<file path="src/rtl/dc_diff_pkg.sv">
// dc_diff_pkg: constants, state encoding and byte-lane helpers shared by the chroma DC diffusion stages
package dc_diff_pkg;
    localparam int C1 = 7;
    localparam int C2 = 8;
    localparam int DSHIFT = 4;
    localparam int DSCALE = 1;
    localparam int QFIX = 17;
    localparam int ASHIFT = DSHIFT - DSCALE;
    typedef enum logic [2:0] {IDLE, READ, LOAD, QUANT, DONE} state_t;
    localparam int LANE_U0 = 0;
    localparam int LANE_U1 = 1;
    localparam int LANE_V0 = 2;
    localparam int LANE_V1 = 3;
    localparam int DERR_U1 = 0;
    localparam int DERR_V1 = 3;
    function automatic logic [15:0] lane_s16(input logic [31:0] w, input logic ch, input logic i);
        logic [7:0] b;
        b = w[8*(ch ? (i ? LANE_V1 : LANE_V0) : (i ? LANE_U1 : LANE_U0)) +: 8];
        return {{8{b[7]}}, b};
    endfunction
endpackage

</file>
<file path="src/rtl/quantize_single.sv">
// quantize_single: quantizes one diffused DC value and returns its output and signed residual error
module quantize_single
    import dc_diff_pkg::*;
(
    input  logic [15:0] c,
    input  logic [15:0] q,
    input  logic [15:0] iq,
    input  logic [31:0] bias,
    input  logic [31:0] zthresh,
    output logic [15:0] out,
    output logic [15:0] err
);
    logic neg, hit;
    logic [16:0] v;
    logic [47:0] qv;
    logic signed [47:0] diff, sdiff;
    always_comb begin
        neg = c[15];
        v = neg ? 17'(-$signed({1'b1, c})) : {1'b0, c};
        hit = 32'(v) > zthresh;
        qv = (((48'(v) * 48'(iq)) + 48'(bias)) >> QFIX) * 48'(q);
        diff = $signed(48'(v) - qv);
        sdiff = neg ? -diff : diff;
        out = hit ? (neg ? 16'(-qv) : qv[15:0]) : '0;
        err = hit ? 16'(sdiff >>> DSCALE) : 16'($signed(c) >>> DSCALE);
    end
endmodule

</file>
<file path="src/rtl/correct_dc_values.sv">
// correct_dc_values: fetches top errors, diffuses and quantizes the eight chroma DC values of a macroblock
module correct_dc_values
    import dc_diff_pkg::*;
(
    input  logic         clk,
    input  logic         rst_n,
    input  logic         start,
    input  logic [9:0]   x,
    input  logic [31:0]  left_derr,
    input  logic [127:0] dc_in,
    input  logic [15:0]  q,
    input  logic [15:0]  iq,
    input  logic [31:0]  bias,
    input  logic [31:0]  zthresh,
    output logic         top_derr_rd_en,
    output logic [9:0]   top_derr_rd_addr,
    input  logic [31:0]  top_derr_rdata,
    output logic [127:0] dc_out,
    output logic [47:0]  derr,
    output logic         done
);
    state_t state_q, state_d;
    logic [2:0] s_q, s_d;
    logic [9:0] x_q, x_d;
    logic [127:0] dc_q, dc_d, dc_out_q, dc_out_d;
    logic [31:0] left_q, left_d, top_q, top_d, bias_q, bias_d, zth_q, zth_d;
    logic [15:0] q_q, q_d, iq_q, iq_d;
    logic [15:0] e_q [4];
    logic [15:0] e_d [4];
    logic [47:0] derr_q, derr_d;
    logic ch, load;
    logic [1:0] k;
    logic [15:0] a, b, adj, c, qout, qerr;

    always_ff @(posedge clk or negedge rst_n) begin
        if (!rst_n) begin
            state_q  <= IDLE;
            s_q      <= '0;
            x_q      <= '0;
            dc_q     <= '0;
            left_q   <= '0;
            top_q    <= '0;
            q_q      <= '0;
            iq_q     <= '0;
            bias_q   <= '0;
            zth_q    <= '0;
            e_q      <= '{default: '0};
            dc_out_q <= '0;
            derr_q   <= '0;
        end else begin
            state_q  <= state_d;
            s_q      <= s_d;
            x_q      <= x_d;
            dc_q     <= dc_d;
            left_q   <= left_d;
            top_q    <= top_d;
            q_q      <= q_d;
            iq_q     <= iq_d;
            bias_q   <= bias_d;
            zth_q    <= zth_d;
            e_q      <= e_d;
            dc_out_q <= dc_out_d;
            derr_q   <= derr_d;
        end
    end

    always_comb begin
        state_d = state_q == IDLE  ? (start ? READ : IDLE) :
                  state_q == READ  ? LOAD :
                  state_q == LOAD  ? QUANT :
                  state_q == QUANT ? (s_q == 3'd7 ? DONE : QUANT) : IDLE;
    end

    // Operand mux: k0/k2 pull from the stored top/left bytes, k1/k3 chain earlier errors of this channel
    always_comb begin
        ch = s_q[2];
        k = s_q[1:0];
        a = k == 2'd0 ? lane_s16(top_q, ch, 1'b0) : k == 2'd1 ? lane_s16(top_q, ch, 1'b1) :
            k == 2'd2 ? e_q[0] : e_q[1];
        b = k == 2'd0 ? lane_s16(left_q, ch, 1'b0) : k == 2'd1 ? e_q[0] :
            k == 2'd2 ? lane_s16(left_q, ch, 1'b1) : e_q[2];
        adj = 16'((C1 * $signed(a) + C2 * $signed(b)) >>> ASHIFT);
        c = dc_q[{s_q, 4'b0} +: 16] + adj;
    end

    quantize_single u_quant (
        .c      (c),
        .q      (q_q),
        .iq     (iq_q),
        .bias   (bias_q),
        .zthresh(zth_q),
        .out    (qout),
        .err    (qerr)
    );

    always_comb begin
        load = state_q == IDLE && start;
        x_d = load ? x : x_q;
        dc_d = load ? dc_in : dc_q;
        left_d = load ? left_derr : left_q;
        q_d = load ? q : q_q;
        iq_d = load ? iq : iq_q;
        bias_d = load ? bias : bias_q;
        zth_d = load ? zthresh : zth_q;
        top_d = state_q == LOAD ? top_derr_rdata : top_q;
        s_d = state_q == QUANT ? s_q + 3'd1 : s_q;
        e_d = e_q;
        dc_out_d = dc_out_q;
        derr_d = derr_q;
        if (state_q == QUANT) begin
            dc_out_d[{s_q, 4'b0} +: 16] = qout;
            e_d[k] = qerr;
            if (k != 2'd0) derr_d[8*((ch ? DERR_V1 : DERR_U1) + int'(k) - 1) +: 8] = qerr[7:0];
        end
    end

    assign top_derr_rd_en = state_q == READ;
    assign top_derr_rd_addr = x_q;
    assign dc_out = dc_out_q;
    assign derr = derr_q;
    assign done = state_q == DONE;
endmodule

</file>
<file path="config.mk">
export PLATFORM = sky130hd
export DESIGN_NAME = correct_dc_values
export DESIGN_NICKNAME = d
export VERILOG_FILES = /design/src/rtl/dc_diff_pkg.sv /design/src/rtl/quantize_single.sv /design/src/rtl/correct_dc_values.sv
export SDC_FILE = /design/constraint.sdc
export NUM_CORES = 2
export LEC_CHECK = 0
export ABC_AREA = 1
export BUFFER_PORTS_ARGS = -buffer_cell sky130_fd_sc_hd__buf_2
export CAP_MARGIN = 15
export CORE_MARGIN = 3
export CORE_UTILIZATION = 40
export CTS_CLUSTER_DIAMETER = 100
export CTS_CLUSTER_SIZE = 28
export DETAILED_ROUTE_END_ITERATION = 8
export PLACE_DENSITY = 0.56
export SKIP_CTS_REPAIR_TIMING = 1
export SLEW_MARGIN = 15
export SYNTH_ARGS = -nofsm -noshare
export SYNTH_HDL_FRONTEND = slang
export SYNTH_HIERARCHICAL = 1
export SYNTH_SLANG_ARGS = --single-unit
</file>
<file path="constraint.sdc">
create_clock -name clk -period 42.3 [get_ports clk]
set_clock_uncertainty 0.15 [all_clocks]
set_input_delay 0 -clock clk [delete_from_list [all_inputs] [get_ports clk]]
set_output_delay 0 -clock clk [all_outputs]
set_load 0.01 [all_outputs]
</file>
## Yosys cells after proc, flatten, opt, wreduce, memory -nomap -nowiden

Cells that the tools add are included.

| storage, ports and cells | value |
|---|---|
| register bits | 544 |
| bits of input ports | 301 |
| output and inout port bits | 188 |
| logic and storage cells | 82 |

| operators by class | value |
|---|---|
| add/sub/neg operators | 12 |
| $mul | 3 |
| order comparisons | 3 |
| eq/ne operators | 7 |
| shift operators | 9 |
| mux-type cells | 25 |
| bitwise gates (word level) | 1 |
| reduce and logical (&&, ||, !) cells | 6 |

Operators by type and width:

| kind | number |
|---|---|
| 16-bit two-way mux | 10 |
| 128-bit bitwise mux | 1 |
| 16-bit by 9-bit variable shift with 128-bit output (first input constant) | 1 |
| 128-bit by 8-bit indexed part select with 16-bit output | 1 |
| 16-bit by 9-bit indexed part select with 128-bit output | 1 |
| 64-bit bitwise mux | 1 |
| 32-bit by 32-bit indexed part select with 8-bit output | 2 |
| 32-bit by 6-bit indexed part select with 8-bit output | 2 |
| 48-bit bitwise mux | 1 |
| 8-bit by 33-bit variable shift with 48-bit output (first input constant) | 1 |
| 8-bit by 33-bit indexed part select with 48-bit output | 1 |
| 33-bit by 32-bit adder with 34-bit output | 1 |
| 17-bit two-way mux | 2 |
| 17-bit negation | 2 |
| 17-bit by 16-bit multiplier with 33-bit output | 1 |
| 7-bit negation with 33-bit output | 1 |
| 16-bit demux with 2-bit select | 1 |
| 17-bit by 32-bit greater-than comparator with 1-bit output | 1 |
| 19-bit adder | 1 |
| 4-bit by 16-bit multiplier with 19-bit output (first input constant) | 1 |
| 17-bit by 16-bit multiplier with 17-bit output | 1 |
| 17-bit subtractor | 1 |
| 16-bit adder | 1 |
| 16-bit negation | 1 |
| 20 further kinds | 29 |

## Depth between registers and ports, before layout

| logic depth | value |
|---|---|
| depth after elaboration | 18 |
| mapped depth | 109 |
| depth with buffers taken out | 103 |

## By module

Netlist, hierarchy kept.

Modules (own cells, without submodules):

| module | instances | cells an instance | area each (µm²) | seq. area each (µm²) |
|---|---|---|---|---|
| correct_dc_values | 1 | 2,498 | 24,968.9 | 13,212.7 |
| quantize_single | 1 | 2,471 | 17,292.8 | 0.0 |

## Worst setup path after synthesis

No wires, ideal clock.

| timing | value |
|---|---|
| path kind | register to register |
| start point | register s_q[1] |
| end point | register e_q[31] (netlist bit) |
| library setup time | 0.083 ns |
| arrival | 17.742 ns |
| data required time | 42.067 ns |
| path slack | 24.325 ns |
| cell stages (with the launch flop) | 88 |
| buffers on the path | 8 |
| cell sequence | dfrtp_1 > clkbuf_1 > inv_1 > clkbuf_1 > buf_1 > ha_1 > clkbuf_1 > clkbuf_1 > o21ai_0 > o22ai_1 > ha_1 > inv_1 > fa_1 > fa_1 > inv_1 > ha_1 > fa_1 > a21oi_1 > (+52 left out) > ha_1 > nand2_1 > nor3_1 > nand3_1 > o2111ai_1 > nand3_1 > nand2_1 > xor2_1 > nand3_1 > nand2_1 > nand2_1 > nand2_1 > inv_1 > nand2_1 > nand3_1 > nand2_1 > inv_1 > o21ai_0 |

| between the ends | value |
|---|---|
| word-level cells in the longest chain between the ends | 17 |
| elaborated cells between the ends (all ways) | 30 |
| those cells by class | add/sub (6); mul (3); order compare (3); eq/ne (2); shift (1); mux (12); bitwise (1); reduce/logical (2) |

Ends and longest elaborated chain:

| item | line | RTL |
|---|---|---|
| start, declared | correct_dc_values.sv:23 | `logic [2:0] s_q, s_d;` |
| start signal, assigned | correct_dc_values.sv:38 | `s_q <= '0;` |
| start signal, assigned | correct_dc_values.sv:52 | `s_q <= s_d;` |
| 2-bit == test | correct_dc_values.sv:79, correct_dc_values.sv:81 |  |
| 16-bit two-way mux | correct_dc_values.sv:79 | `k == 2'd2 ? e_q[0] : e_q[1];` |
| 16-bit two-way mux (2 in a row) | correct_dc_values.sv:78 | `a = k == 2'd0 ? lane_s16(top_q, ch, 1'b0) : k == 2'd1 ? lane_s16(top_q, ch, 1'b1) :` |
| 4-bit by 16-bit multiplier with 19-bit output | correct_dc_values.sv:82 | `adj = 16'((C1 * $signed(a) + C2 * $signed(b)) >>> ASHIFT);` |
| 19-bit adder | correct_dc_values.sv:82 |  |
| 16-bit adder (*) | correct_dc_values.sv:83 | `c = dc_q[{s_q, 4'b0} +: 16] + adj;` |
| via c[15] | correct_dc_values.sv:33 | `logic [15:0] a, b, adj, c, qout, qerr;` |
| 17-bit negation | quantize_single.sv:19 | `v = neg ? 17'(-$signed({1'b1, c})) : {1'b0, c};` |
| (+2 left out) | n/a |  |
| 33-bit by 32-bit adder with 34-bit output | quantize_single.sv:21 | `qv = (((48'(v) * 48'(iq)) + 48'(bias)) >> QFIX) * 48'(q);` |
| 17-bit by 16-bit multiplier with 17-bit output | quantize_single.sv:21 |  |
| 17-bit subtractor | quantize_single.sv:22 | `diff = $signed(48'(v) - qv);` |
| 17-bit negation | quantize_single.sv:23 | `sdiff = neg ? -diff : diff;` |
| 17-bit two-way mux | quantize_single.sv:23 |  |
| 16-bit two-way mux (*) | quantize_single.sv:25 | `err = hit ? 16'(sdiff >>> DSCALE) : 16'($signed(c) >>> DSCALE);` |
| via qerr[15] | correct_dc_values.sv:33 |  |
| 64-bit bitwise mux (*) | correct_dc_values.sv:112 | `e_d[k] = qerr;` |
| end signal, assigned | correct_dc_values.sv:47 | `e_q <= '{default: '0};` |
| end signal, assigned | correct_dc_values.sv:61 | `e_q <= e_d;` |
| end, declared | correct_dc_values.sv:28 | `logic [15:0] e_q [4];` |

The timed path passes the listed nets; every way through them passes the cells marked *.
A chain may end at the register's enable or synchronous reset.

## Worst setup path after layout

| timing | value |
|---|---|
| start point | register s_q[0] |
| end point | register e_q[31] (netlist bit) |

Same word-level chain as after synthesis.

==> parameters.txt <==
Parameter                              Value

Global routing
  Gr ovfl total    0
  Initial antenna violation count    6
  Largest net degree at the start of global routing    170
  GRT Overall Usage    0.2360
  First-pass GRT wire length    roughly 200000 um
  Vias in the first global route    34190

Placed design
  I/O Buffers    roughly 500
  Gpl congestion    0.9090
  Placed cell area    roughly 0.046 mm2
  Detail Placement HPWL    103400 um
  Number of cells after detailed placement    around 6700

Clock tree
  Number of clock sinks    between 500 and 600
  Clock insertion delay at the later pin of the skew report    0.68 ns
  Number of buffers inserted during clock tree synthesis    28
  TritonCTS clock tree    built
  Maximum buffer depth of the clock tree    3
  Count of H-tree levels built during CTS    1
  Clock transition at path regs    roughly 0.1 ns
  Clk root buf    sky130_fd_sc_hd__clkbuf_16

Detailed routing
  DRC violation count after routing    0
  Number of optimization iterations in the first detailed-route pass    5
  Per-cell via count in the routed design    ~5.0
  Average routed wire per standard cell    19.14 um
  Drt first-iter violations    roughly 2600
  Vias after detailed routing    around 37000
  Total length of routed wires    141500 um
  Number of nets with antenna violations after routing    0

Critical path
  Endpoint arrival time on the critical path    approximately 22 ns
  Startpoint type of the worst setup path    flip-flop
  Worst flop-to-flop path startpoint    s_q[0]$_DFFE_PN0P_
  Maximum fanout along the worst path    72
  Required time at the worst-slack endpoint    42.71 ns
  Reg-to-reg slack, setup    ~21 ns
  Worst Setup End Kind    flip-flop
  Slowest CP cell    sky130_fd_sc_hd__buf_4
  Cell type with the highest occurrence count on the critical path    sky130_fd_sc_hd__nand2_1
  Reg-to-Reg End    e_q[31]$_DFFE_PN0P_
  Slowest stage delay, CP    about 0.68 ns
  Critical path class    flip-flop to flip-flop
  Count of cells along the worst register-to-register path    just under 90

Timing
  Count of pins over their slew limit    0
  Count of endpoints failing setup in the final report    0
  Final total negative setup slack    0 ns
  Final hold vios    1
  Hold Slack    -0.009795 ns
  Achievable clock frequency    between 40 and 50 MHz
  Min Clock Period, post-route    21.47 ns
  Worst slew pin tran    between 1 and 1.5 ns
  Worst slew margin    0.2224
  Unrepaired setup endpoints after global routing    no
  Post-route clock period utilization    0.5075

Synthesis
  Seq/Total Area, Yosys    0.3126
  Main area contributors after synthesis    sky130_fd_sc_hd__dfrtp_1 (31%), sky130_fd_sc_hd__fa_1 (17%), sky130_fd_sc_hd__nand2_1 (11%)
  Post-synth design cell area    0.04226 mm2
  Share of the synthesized area in the top cell type    0.3126
  Fraction of registers with async set/reset    1.000
  Synthesized instance count    4969
  Top FF cell, synth    sky130_fd_sc_hd__dfrtp_1
  Post-synthesis register bit count    between 500 and 600
  Largest area contributor in the synthesized netlist    sky130_fd_sc_hd__dfrtp_1
  Post-synth cell types    61
  Count of flip-flops with a built-in enable after synthesis    0
  Synthesized area per cell    8.505 um2
  Number of warning messages in the yosys log    6

Finish
  Number of nets in the final layout    6911
  Finished Layout Cells    about 7400
  Share of final-layout standard cells stronger than drive strength 1    0.1540
  Total non-filler cell area in the finished layout    approximately 0.053 mm2
  Area growth syn-to-layout    26.20%
  Commonest non-fill, non-tap cell in the layout    sky130_fd_sc_hd__nand2_1
  Commonest cells after routing, fill and taps aside    sky130_fd_sc_hd__nand2_1 (1226), sky130_fd_sc_hd__inv_1 (817), sky130_fd_sc_hd__dlygate4sd3_1 (623)
  Number of filler instances in the final layout    between 9000 and 10000

Die
  Horiz. Die Dim    between 300 and 400 um
  Effective utilization at floorplan    0.4054
  IO Pins    489
  Number of core rows    around 120
  Height of the die    ~330 um
  Core outline area    roughly 0.10 mm2
  Die ar.    around 0.11 mm2

Run
  Max Cap Violations    0

Worst hold path
  Hold Path Class    input port to flip-flop
  Worst hold path cell count    3
  Min-delay src    dc_in[51]
  Destination of the worst hold path    dc_q[51]$_DFFE_PN0P_

Outcome
  Violated checks    hold timing
  Outcome    finished with violations
how the worst max path moves through the flow:
stage / startpoint / endpoint / slack (ns) / cells past startpoint
2_1_floorplan: s_q[1]$_DFFE_PN0P_ / e_q[31]$_DFFE_PN0P_ / 24.33 / 87
3_3_place_gp: s_q[0]$_DFFE_PN0P_ / e_q[63]$_DFFE_PN0P_ / 20.94 / 88
3_5_place_dp: s_q[0]$_DFFE_PN0P_ / e_q[47]$_DFFE_PN0P_ / 20.90 / 90
4_1_cts: s_q[0]$_DFFE_PN0P_ / e_q[47]$_DFFE_PN0P_ / 20.86 / 88
5_1_grt: s_q[0]$_DFFE_PN0P_ / e_q[63]$_DFFE_PN0P_ / 19.20 / 86
6_report: s_q[0]$_DFFE_PN0P_ / e_q[31]$_DFFE_PN0P_ / 20.83 / 87
synthesized netlist by cell type (9+ instances only):
cell type                     n
sky130_fd_sc_hd__nand2_1   1226
sky130_fd_sc_hd__inv_1      819
sky130_fd_sc_hd__dfrtp_1    528
sky130_fd_sc_hd__fa_1       364
sky130_fd_sc_hd__nor2_1     340
sky130_fd_sc_hd__mux2_2     264
sky130_fd_sc_hd__ha_1       254
sky130_fd_sc_hd__o21ai_0    221
sky130_fd_sc_hd__nand3_1    183
sky130_fd_sc_hd__a21oi_1    158
sky130_fd_sc_hd__clkbuf_1   109
sky130_fd_sc_hd__o21ai_1     64
sky130_fd_sc_hd__xor2_1      55
sky130_fd_sc_hd__nor3_1      52
sky130_fd_sc_hd__buf_2       35
sky130_fd_sc_hd__a32o_1      24
sky130_fd_sc_hd__xnor2_1     23
sky130_fd_sc_hd__buf_1       20
sky130_fd_sc_hd__inv_2       19
sky130_fd_sc_hd__a211oi_1    18
sky130_fd_sc_hd__nand4_1     16
sky130_fd_sc_hd__clkinv_1    14
sky130_fd_sc_hd__nand2_2     13
sky130_fd_sc_hd__nand3b_1    13
sky130_fd_sc_hd__o21ai_2     13
sky130_fd_sc_hd__a21o_1      10
sky130_fd_sc_hd__o22ai_1      9
sky130_fd_sc_hd__or2_2        9
cell type report:
cell class / instances / area [um2] / share of cell area
diodes: 6 / 15.01 / 0.0002815
clock buffers: 32 / 735.7 / 0.01379
clock inverters: 14 / 252.7 / 0.004739
inverters: 852 / 3198 / 0.05996
multi-input cells: 3435 / 25200 / 0.4725
flip-flops and latches: 528 / 13210 / 0.2478
well taps: 1380 / 1727 / 0.03238
repair buffers: 1147 / 8991 / 0.1686
sequential cells by signal (all words and copies together) (netlist names):
signal	cells
left_q	32
top_derr_rd_addr	10
state_q	3
bias_q	32
iq_q	16
derr	48
s_q	3
dc_out	128
q_q	16
zth_q	32
top_q	32
dc_q	128
e_q	48
cell families after synthesis:
kind of cell | share of synthesized area
compound gates | 0.07547
xor+xnor | 0.01616
fa+ha+maj | 0.2476
buf+inv | 0.09287
flops | 0.3126
mux | 0.07034
other cells | 0.0001777
simple gates | 0.1847
per-layer routing:
layer / vias to the layer above / part of all wire / global-route usage
li1: 17560 / - / -
met1: 18130 / 0.42 / 0.3148
met2: 1006 / 0.50 / 0.4075
met3: 252 / 0.045 / 0.02059
met4: 2 / 0.036 / 0.07288
met5: - / 0.000099 / 0
through the flow:
step | utilization | worst slack (ns)
finish | 0.5117 | 20.83
global route | 0.5116 | 19.20
floorplan | - | 24.33
detailed placement | 0.4419 | 20.90
global placement | 0.4419 | 20.94
CTS | 0.4514 | 20.86
critical path: cells and delay by family (launching register included):
family | cells | cell delay (ns)
AO/OA/AOI/OAI | 13 | 2.67
AND/OR/NAND/NOR | 29 | 4.03
adder cells (fa/ha/maj) | 22 | 9.42
buffers and inverters | 20 | 3.64
XOR/XNOR | 3 | 0.98
flip-flops | 1 | 0.37
Power is left out: the tool's default activity adds up to more than one toggle a clock period on the data nets, which glitch-free logic cannot reach.
